## src/rtl/func_gen_pkg.sv

```systemverilog
// Shared types and constants for the function-generator datapath and the
// DAC serial transmitter that consumes its waveform samples.
package func_gen_pkg;

    // One unsigned waveform sample as produced by the generator.
    typedef logic [7:0] signal_t;

    // Serial transmitter control states.
    typedef enum logic [1:0] {
        ST_IDLE  = 2'd0,
        ST_SHIFT = 2'd1,
        ST_HOLD  = 2'd2
    } dac_state_t;

    localparam int unsigned DAC_FRAME_BITS = 16;
    localparam int unsigned DAC_BIT_W      = 4;   // bit index 15..0
    localparam int unsigned DAC_DIV_W      = 8;   // SCLK half-period divider
    localparam int unsigned DAC_HOLD_W     = 4;   // SYNC_N high time counter

    // Scale a sample by gain and place the top 12 product bits in the low
    // 12 bits of the DAC word; the upper nibble is the DAC command field (0).
    function automatic logic [DAC_FRAME_BITS-1:0] dac_frame(
        input signal_t     sample,
        input logic [7:0]  gain
    );
        logic [15:0] product;
        product = 16'(sample) * 16'(gain);
        return {4'b0000, product[15:4]};
    endfunction

endpackage

```

## src/rtl/dac_sclk_div.sv

```systemverilog
// SCLK half-period divider: emits a one-cycle tick every CLK_DIV cycles
// while enabled; the count restarts from zero whenever enable drops.
module dac_sclk_div
    import func_gen_pkg::*;
#(
    parameter int unsigned CLK_DIV = 4
) (
    input  logic clk,
    input  logic rst,
    input  logic en_i,
    output logic tick_o
);

    localparam logic [DAC_DIV_W-1:0] DIV_LAST = DAC_DIV_W'(CLK_DIV - 1);

    logic [DAC_DIV_W-1:0] cnt_q;

    // Free-run while enabled, wrapping at CLK_DIV-1; held clear otherwise.
    always_ff @(posedge clk or posedge rst) begin
        if (rst) begin
            cnt_q <= '0;
        end else if (!en_i || (cnt_q == DIV_LAST)) begin
            cnt_q <= '0;
        end else begin
            cnt_q <= cnt_q + 1'b1;
        end
    end

    assign tick_o = en_i && (cnt_q == DIV_LAST);

endmodule

```

## src/rtl/dac_spi_tx.sv

```systemverilog
// DAC serial transmitter: scales an accepted waveform sample by gain and
// shifts the resulting 16-bit word out MSB first with SCLK idling high.
module dac_spi_tx
    import func_gen_pkg::*;
#(
    parameter int unsigned CLK_DIV   = 4,
    parameter int unsigned SYNC_HOLD = 2
) (
    input  logic       clk,
    input  logic       rst,
    input  logic       sample_valid,
    input  logic [7:0] sample_data,
    input  logic [7:0] gain,
    output logic       sample_ready,
    output logic       spi_sclk,
    output logic       spi_sync_n,
    output logic       spi_din,
    output logic       frame_done
);

    localparam logic [DAC_HOLD_W-1:0] HOLD_LAST = DAC_HOLD_W'(SYNC_HOLD - 1);
    localparam logic [DAC_HOLD_W-1:0] HOLD_PRE  = DAC_HOLD_W'(SYNC_HOLD - 2);

    dac_state_t                 state_q;
    logic [DAC_FRAME_BITS-1:0]  frame_q;
    logic [DAC_FRAME_BITS-1:0]  frame_d;
    logic [DAC_BIT_W-1:0]       bit_q;
    logic [DAC_HOLD_W-1:0]      hold_cnt_q;
    logic                       sclk_q;
    logic                       sync_n_q;
    logic                       din_q;
    logic                       done_q;
    logic                       half_tick;

    // Word to be latched if a sample is accepted this cycle.
    assign frame_d = dac_frame(sample_data, gain);

    dac_sclk_div #(
        .CLK_DIV (CLK_DIV)
    ) u_sclk_div (
        .clk    (clk),
        .rst    (rst),
        .en_i   (state_q == ST_SHIFT),
        .tick_o (half_tick)
    );

    // Frame sequencer: accept, shift 16 bits on divider ticks, hold SYNC_N high.
    always_ff @(posedge clk or posedge rst) begin
        if (rst) begin
            state_q    <= ST_IDLE;
            frame_q    <= '0;
            bit_q      <= '0;
            hold_cnt_q <= '0;
            sclk_q     <= 1'b1;
            sync_n_q   <= 1'b1;
            din_q      <= 1'b0;
            done_q     <= 1'b0;
        end else begin
            case (state_q)
                ST_IDLE: begin
                    done_q <= 1'b0;
                    if (sample_valid) begin
                        state_q  <= ST_SHIFT;
                        frame_q  <= frame_d;
                        bit_q    <= DAC_BIT_W'(DAC_FRAME_BITS - 1);
                        sclk_q   <= 1'b1;
                        sync_n_q <= 1'b0;
                        din_q    <= frame_d[DAC_FRAME_BITS-1];
                    end
                end
                ST_SHIFT: begin
                    if (half_tick) begin
                        if (sclk_q) begin
                            // End of high phase: falling edge, data held.
                            sclk_q <= 1'b0;
                        end else if (bit_q == '0) begin
                            // Last bit done: release the frame.
                            state_q    <= ST_HOLD;
                            sclk_q     <= 1'b1;
                            sync_n_q   <= 1'b1;
                            din_q      <= 1'b0;
                            hold_cnt_q <= '0;
                            done_q     <= (HOLD_LAST == '0);
                        end else begin
                            // Rising edge launches the next bit.
                            sclk_q <= 1'b1;
                            bit_q  <= bit_q - 1'b1;
                            din_q  <= frame_q[bit_q - 1'b1];
                        end
                    end
                end
                ST_HOLD: begin
                    if (hold_cnt_q == HOLD_LAST) begin
                        state_q    <= ST_IDLE;
                        hold_cnt_q <= '0;
                        done_q     <= 1'b0;
                    end else begin
                        hold_cnt_q <= hold_cnt_q + 1'b1;
                        // Pulse lands on the final hold cycle.
                        done_q     <= (hold_cnt_q == HOLD_PRE);
                    end
                end
                default: begin
                    state_q  <= ST_IDLE;
                    sclk_q   <= 1'b1;
                    sync_n_q <= 1'b1;
                    din_q    <= 1'b0;
                    done_q   <= 1'b0;
                end
            endcase
        end
    end

    assign sample_ready = (state_q == ST_IDLE) && !rst;
    assign spi_sclk     = sclk_q;
    assign spi_sync_n   = sync_n_q;
    assign spi_din      = din_q;
    assign frame_done   = done_q;

endmodule

```

## config.mk

```make
export PLATFORM = sky130hd
export DESIGN_NAME = dac_spi_tx
export DESIGN_NICKNAME = d
export VERILOG_FILES = /design/src/rtl/func_gen_pkg.sv /design/src/rtl/dac_sclk_div.sv /design/src/rtl/dac_spi_tx.sv
export SDC_FILE = /design/constraint.sdc
export NUM_CORES = 1
export LEC_CHECK = 0
export BUFFER_PORTS_ARGS = -buffer_cell sky130_fd_sc_hd__buf_4
export CORE_UTILIZATION = 30
export DETAILED_ROUTE_END_ITERATION = 8
export HOLD_SLACK_MARGIN = 0.03
export PLACE_DENSITY = 0.51
export SETUP_SLACK_MARGIN = 0.02
export SLEW_MARGIN = 20
export SYNTH_ARGS = -nofsm -noshare
export SYNTH_HDL_FRONTEND = slang
export SYNTH_SLANG_ARGS = --single-unit
export TNS_END_PERCENT = 20
```

## constraint.sdc

```tcl
create_clock -name clk -period 1.85 [get_ports clk]
set_input_delay 0.0925 -clock clk [delete_from_list [all_inputs] [get_ports clk]]
set_output_delay 0.0925 -clock clk [all_outputs]
set_load 0.02 [all_outputs]
```

======== After elaboration in Yosys (flattened, before gate mapping) ========
Index checks and enable logic that the tools add are counted.
word-level totals
  input port bits ......................... 19
  word-level logic and storage cells ...... 80
  flip-flop bits (word level) ............. 34
  output and inout port bits .............. 5
cells by class
  reductions and logical operators ........ 18
  add/subtract/negate cells ............... 3
  bitwise gates (word level) .............. 1
  multiply operators ...................... 1
  $lt $le $gt $ge ......................... 1
  equality and inequality tests ........... 10
  mux-type cells .......................... 37
operators by type and width
  kind                                                                   number
  4-bit 2-to-1 mux                                                       8
  8-bit by 8-bit multiplier with 16-bit output                           1
  4-bit case mux with 2 select lines                                     2
  1-bit 2-to-1 mux                                                       15
  5-bit AND reduction                                                    3
  2-bit inequality test, second input constant                           6
  2-bit 2-to-1 mux                                                       5
  1-bit case mux with 3 select lines                                     3
  8-bit by 1-bit adder with 8-bit output, second input constant          1
  8-bit by 2-bit equality test with 1-bit output, second input constant  1
  4-bit zero test                                                        2
  8-bit 2-to-1 mux                                                       1
  4-bit AND reduction                                                    2
  2-bit case mux with 3 select lines                                     1
  3-bit AND reduction                                                    2
  4-bit by 5-bit < comparator with 1-bit output, second input constant   1
  4-bit by 1-bit adder with 4-bit output, second input constant          1
  1-bit binary-select mux with 4-bit select                              1
  4-bit by 1-bit equality test with 1-bit output, second input constant  1
  2-bit nonzero test                                                     2
  4-bit by 1-bit subtractor with 4-bit output, second input constant     1
  2-bit by 1-bit equality test with 1-bit output, second input constant  1
  2-bit equality test, second input constant                             1
  1-bit logical AND                                                      2
  other kinds (6)                                                        7

======== Longest topological paths before layout ========
  word-level depth ........................ 7
  mapped depth ............................ 16
  mapped depth without buffers ............ 16

======== Modules after synthesis ========
Synthesis repeated with hierarchy kept, for this count alone.
unflattened totals
  cell total of the unflattened synthesis .. 406
  area total of the unflattened synthesis .. 3717.3 um2
modules (own cells, without submodules)
  module        times used  cells each  area an instance (um2)  sequential area each (um2)
  dac_spi_tx    1           366         3314.4                  653.1
  dac_sclk_div  1           40          402.9                   200.2

======== Least setup slack after synthesis ========
No wires, ideal clock.
  path type ............................... input-to-reg
  start point ............................. input port gain[7]
  end point ............................... register frame_q[10]
  arrival ................................. 3.787 ns
  required time ........................... 1.722 ns
  stages .................................. 14
  setup slack ............................. -2.065 ns
  buffers on the path ..................... 0
  setup time .............................. 0.128 ns
  cell sequence ........................... and2_1 fa_1 fa_1 fa_1 inv_1 fa_1 inv_1 ha_1 a21o_1 o21bai_1 a2111oi_0 o21ai_0 mux2i_1 nand3_1
on the way
  word-level cells in the longest chain between the ends .. 1
ends and longest elaborated chain
  element                                       RTL line            text
  from (decl)                                   dac_spi_tx.sv:13    input logic [7:0] gain,
  8-bit by 8-bit multiplier with 16-bit output  func_gen_pkg.sv:27  product = 16'(sample) * 16'(gain);
  to (signal assigned)                          dac_spi_tx.sv:64    frame_q <= frame_d;
  to (decl)                                     dac_spi_tx.sv:25    logic [DAC_FRAME_BITS-1:0] frame_q;
No other way between the ends.
A chain may end at the register's enable or synchronous reset.

======== Final worst setup path ========
  start point ............................. input port gain[6]
  end point ............................... register frame_q[10]
Same word-level chain as after synthesis.

==> impl_metrics.toml <==
[power]
seqPwrFrac_pct = 20.6
clkPwrFrac_pct = 13.8
powerDensity_mw_per_mm2 = 1188
ir_worst_vdd_uv = 423.5
swShare_pct = 38.75
p_sw_mw = 2.313
intPower_mw = 3.657
p_leak_nw = 2.443
combPwrFrac_pct = 65.6
total_power_mw = 5.970

[critical_path]
endpoint_kind = "flip-flop"
r2r_slack_ns = 0.09
r2r-start = "u_sclk_div.cnt_q[1]$_DFF_PP0_"
crit_type = "input port to flip-flop"
r2r_end = "hold_cnt_q[1]$_DFFE_PP0P_"
crit_fanout = 5
r2r_cells = 7
cp.arrival_ns = 3.58
startpoint_type = "input port"
critPathRequiredTime_ns = 2.01

[clock_network]
cts_buffers = 5
htreeDepth = 2
cts_tree = "done"
clock_sinks = 34
clock_latency_ns = 0.28
clk_root_buffer_cell = "clkbuf_16"
clk_pin_slew_ns = 0.05
clock_tree.buffer_depth = 2

[sta]
final_hold_viol_count = 0
slew_violations = 0
fin_crit_sh_pct = 185.1
rsz0062_at_grt = "yes"
setup_tns_ns = -15.65
fin_ws_ns = -1.574
fmax_mhz = 292.0
tightest_slew_ns = 0.5067
skew_ns = 0.004071
relSlewSlack_pct = 66.13
min_period_ns = 3.424
setup_viol_count_final = 12

[hold_path]
min-delay-path-class = "input port to flip-flop"
worst_hold_startpoint = "sample_valid"
hold_end = "spi_sclk$_DFFE_PP1P_"
whs_path_depth = 5

[yosys]
synth.largest_area_cell = "dfrtp_1"
synth.top_cell.area_share_pct = 21.66
yosysMostFrequentCell = "inv_1"
ys_seq_area_share_pct = 23.08
syn_inst = 395
yosys_warnings = 0
syn_area_per_cell_um2 = 9.360
synthArstFlopShare_pct = 100.0
synth_cell_type_count = 53
synth_nets = 485
synthTopCellsByArea = "dfrtp_1 22%, fa_1 19%, ha_1 12%"
synth_commonest_cells = "55 x inv_1, 47 x and2_1, 42 x nand2_1"
synth-edff-count = 0
synth_seq_cells = 34
ys.flop_type = "dfrtp_1"
synthesis.area_mm2 = 0.003697

[grt]
grt_first_pass_wirelength_mm = 13.87
overflow = 0
grt_pass1_vias = 3084
grt_max_degree = 35
grtUsageTotal_pct = 13.34
antenna_found_initial = 0

[detailed_routing]
drt_iter0_drc = 124
drc = 0
ant_nets = 0
drt_pre_antenna_iters = 4
wl_mm = 7.703
via_per_inst = 4.586
wl_per_cell_um = 12.11
vias = 2917

[final_layout]
stdcell_count = 636
syn2layout_area_growth_pct = 35.94
register_area_um2 = 853.3
antenna_cells = 0
final_layout_size_suffix_gt1_share_pct = 33.54
nFillCells = 1196
stdcell_area_mm2 = 0.005026
multiInputGateArea_mm2 = 0.002854
nets = 578

[floorplanning]
die_width_um = 113.0
start_util_pct = 30.78
dieArea_mm2 = 0.01277
io_pins = 24
fp.dieH_um = 113.0
fp.coreArea_mm2 = 0.01201
num_rows = 40

[placed_design]
place_congestion = 0.7820
port_buffers = 23
dp.cells = 623
placed_area_mm2 = 0.004623
dp_hpwl_mm = 6.437

[outcome]
violations = "setup timing"
status = "finished, violations left"

[flow_run]
max-cap-violations = 0
==> cell type report <==
type	count	area share [%]
multi-input cells	299	56.78
flip-flops and latches	34	16.98
repair buffers	93	15.53
inverters	55	4.108
well taps	147	3.659
clock buffers	7	2.838
clock inverters	1	0.09958
==> per-stage QoR <==
stage                     hold WS [ns]  util, %  worst slack (ns)
final                           0.4011    41.84            -1.574
after global routing            0.4170    41.84            -1.764
after CTS                       0.3990    41.09            -1.607
after detailed placement        0.2328    38.49            -2.038
after global placement          0.2296    38.49            -1.966
after floorplan                 0.2326        -            -1.698
==> registers in the layout, indices dropped and copies added, names as in the netlist <==
register	cells
u_sclk_div.cnt_q	8
hold_cnt_q	4
state_q	2
bit_q	4
spi_sync_n	1
spi_din	1
spi_sclk	1
frame_done	1
frame_q	12
==> power groups by stage <==
| stage | logic (mW) | registers [mW] | clock network, mW |
|---|---|---|---|
| floorplan | 2.44 | 1.26 | 0 |
| global placement | 3.67 | 1.23 | 0 |
| detailed placement | 3.70 | 1.24 | 0 |
| CTS | 3.86 | 1.23 | 0.848 |
| global route | 4.43 | 1.27 | 0.876 |
| finish | 3.92 | 1.23 | 0.822 |
==> worst max-delay path: stages <==
cell,delay (ns)
buf_8,0.10
and2_4,0.15
fa_1,0.58
fa_1,0.45
fa_1,0.49
inv_1,0.05
fa_1,0.49
inv_2,0.04
ha_4,0.21
a21o_1,0.16
o21bai_4,0.19
a2111oi_4,0.19
o21ai_1,0.14
mux2i_1,0.16
nand3_1,0.09
==> cells in the final DEF (no fill, tap or decap), types with 3 or more instances in the layout <==
cell type	count
and2_1	36
nand2_2	6
nor2_1	21
buf_6	8
xnor2_1	9
ha_1	26
a31oi_1	4
and2_4	11
inv_1	48
buf_8	5
o21ai_0	11
clkbuf_16	5
fa_2	6
o21ai_1	7
buf_4	78
inv_2	7
nor3_1	5
nand3_1	10
nand2_1	35
a21o_1	3
mux4_2	3
ha_4	7
and3_1	4
a21oi_1	5
xor2_1	11
mux2i_1	3
fa_1	30
dfrtp_1	32
==> kinds of logic (layout without fill, tap and decap cells) <==
family / Yosys count / after routing / share of synthesized area [%]
flip-flops: 34 / 34 / 23.08
XOR/XNOR: 21 / 21 / 4.974
AND/OR/NAND/NOR: 147 / 147 / 21.46
multiplexers: 7 / 7 / 2.944
adder cells (fa/ha/maj): 71 / 71 / 31.34
buffers and inverters: 62 / 156 / 6.565
AO/OA/AOI/OAI: 53 / 53 / 9.645
==> what timing repair did <==
item | CTS | global route
setup buffers | 3 | 1
endpoints found under the hold margin | 32 | 0
setup endpoints to repair | 15 | 23
gates cloned | 0 | 0
gates resized for setup | 42 | 23
hold buffers | 1 | 0
pin swaps | 39 | 19
==> layer usage <==
layer | part of all wire [%] | up-vias | GRT usage [%]
met1 | 44 | 1408 | 15.76
met5 | 0 | - | 0
met3 | 1.5 | 6 | 1.607
met4 | 1.2 | 0 | 3.684
li1 | - | 1481 | -
met2 | 53 | 22 | 25.28
==> how the worst max path moves through the flow <==
| stage | start | to | slack (ns) |
|---|---|---|---|
| after global placement | gain[7] | frame_q[10]$_DFFE_PP0P_ | -1.97 |
| after floorplan | sample_data[7] | frame_q[10]$_DFFE_PP0P_ | -1.70 |
| after detailed placement | gain[7] | frame_q[10]$_DFFE_PP0P_ | -2.04 |
| final | gain[6] | frame_q[10]$_DFFE_PP0P_ | -1.57 |
| after CTS | sample_data[4] | frame_q[10]$_DFFE_PP0P_ | -1.61 |
| after global routing | gain[6] | frame_q[10]$_DFFE_PP0P_ | -1.76 |
Note: power is estimated with default switching activity, not from simulation.
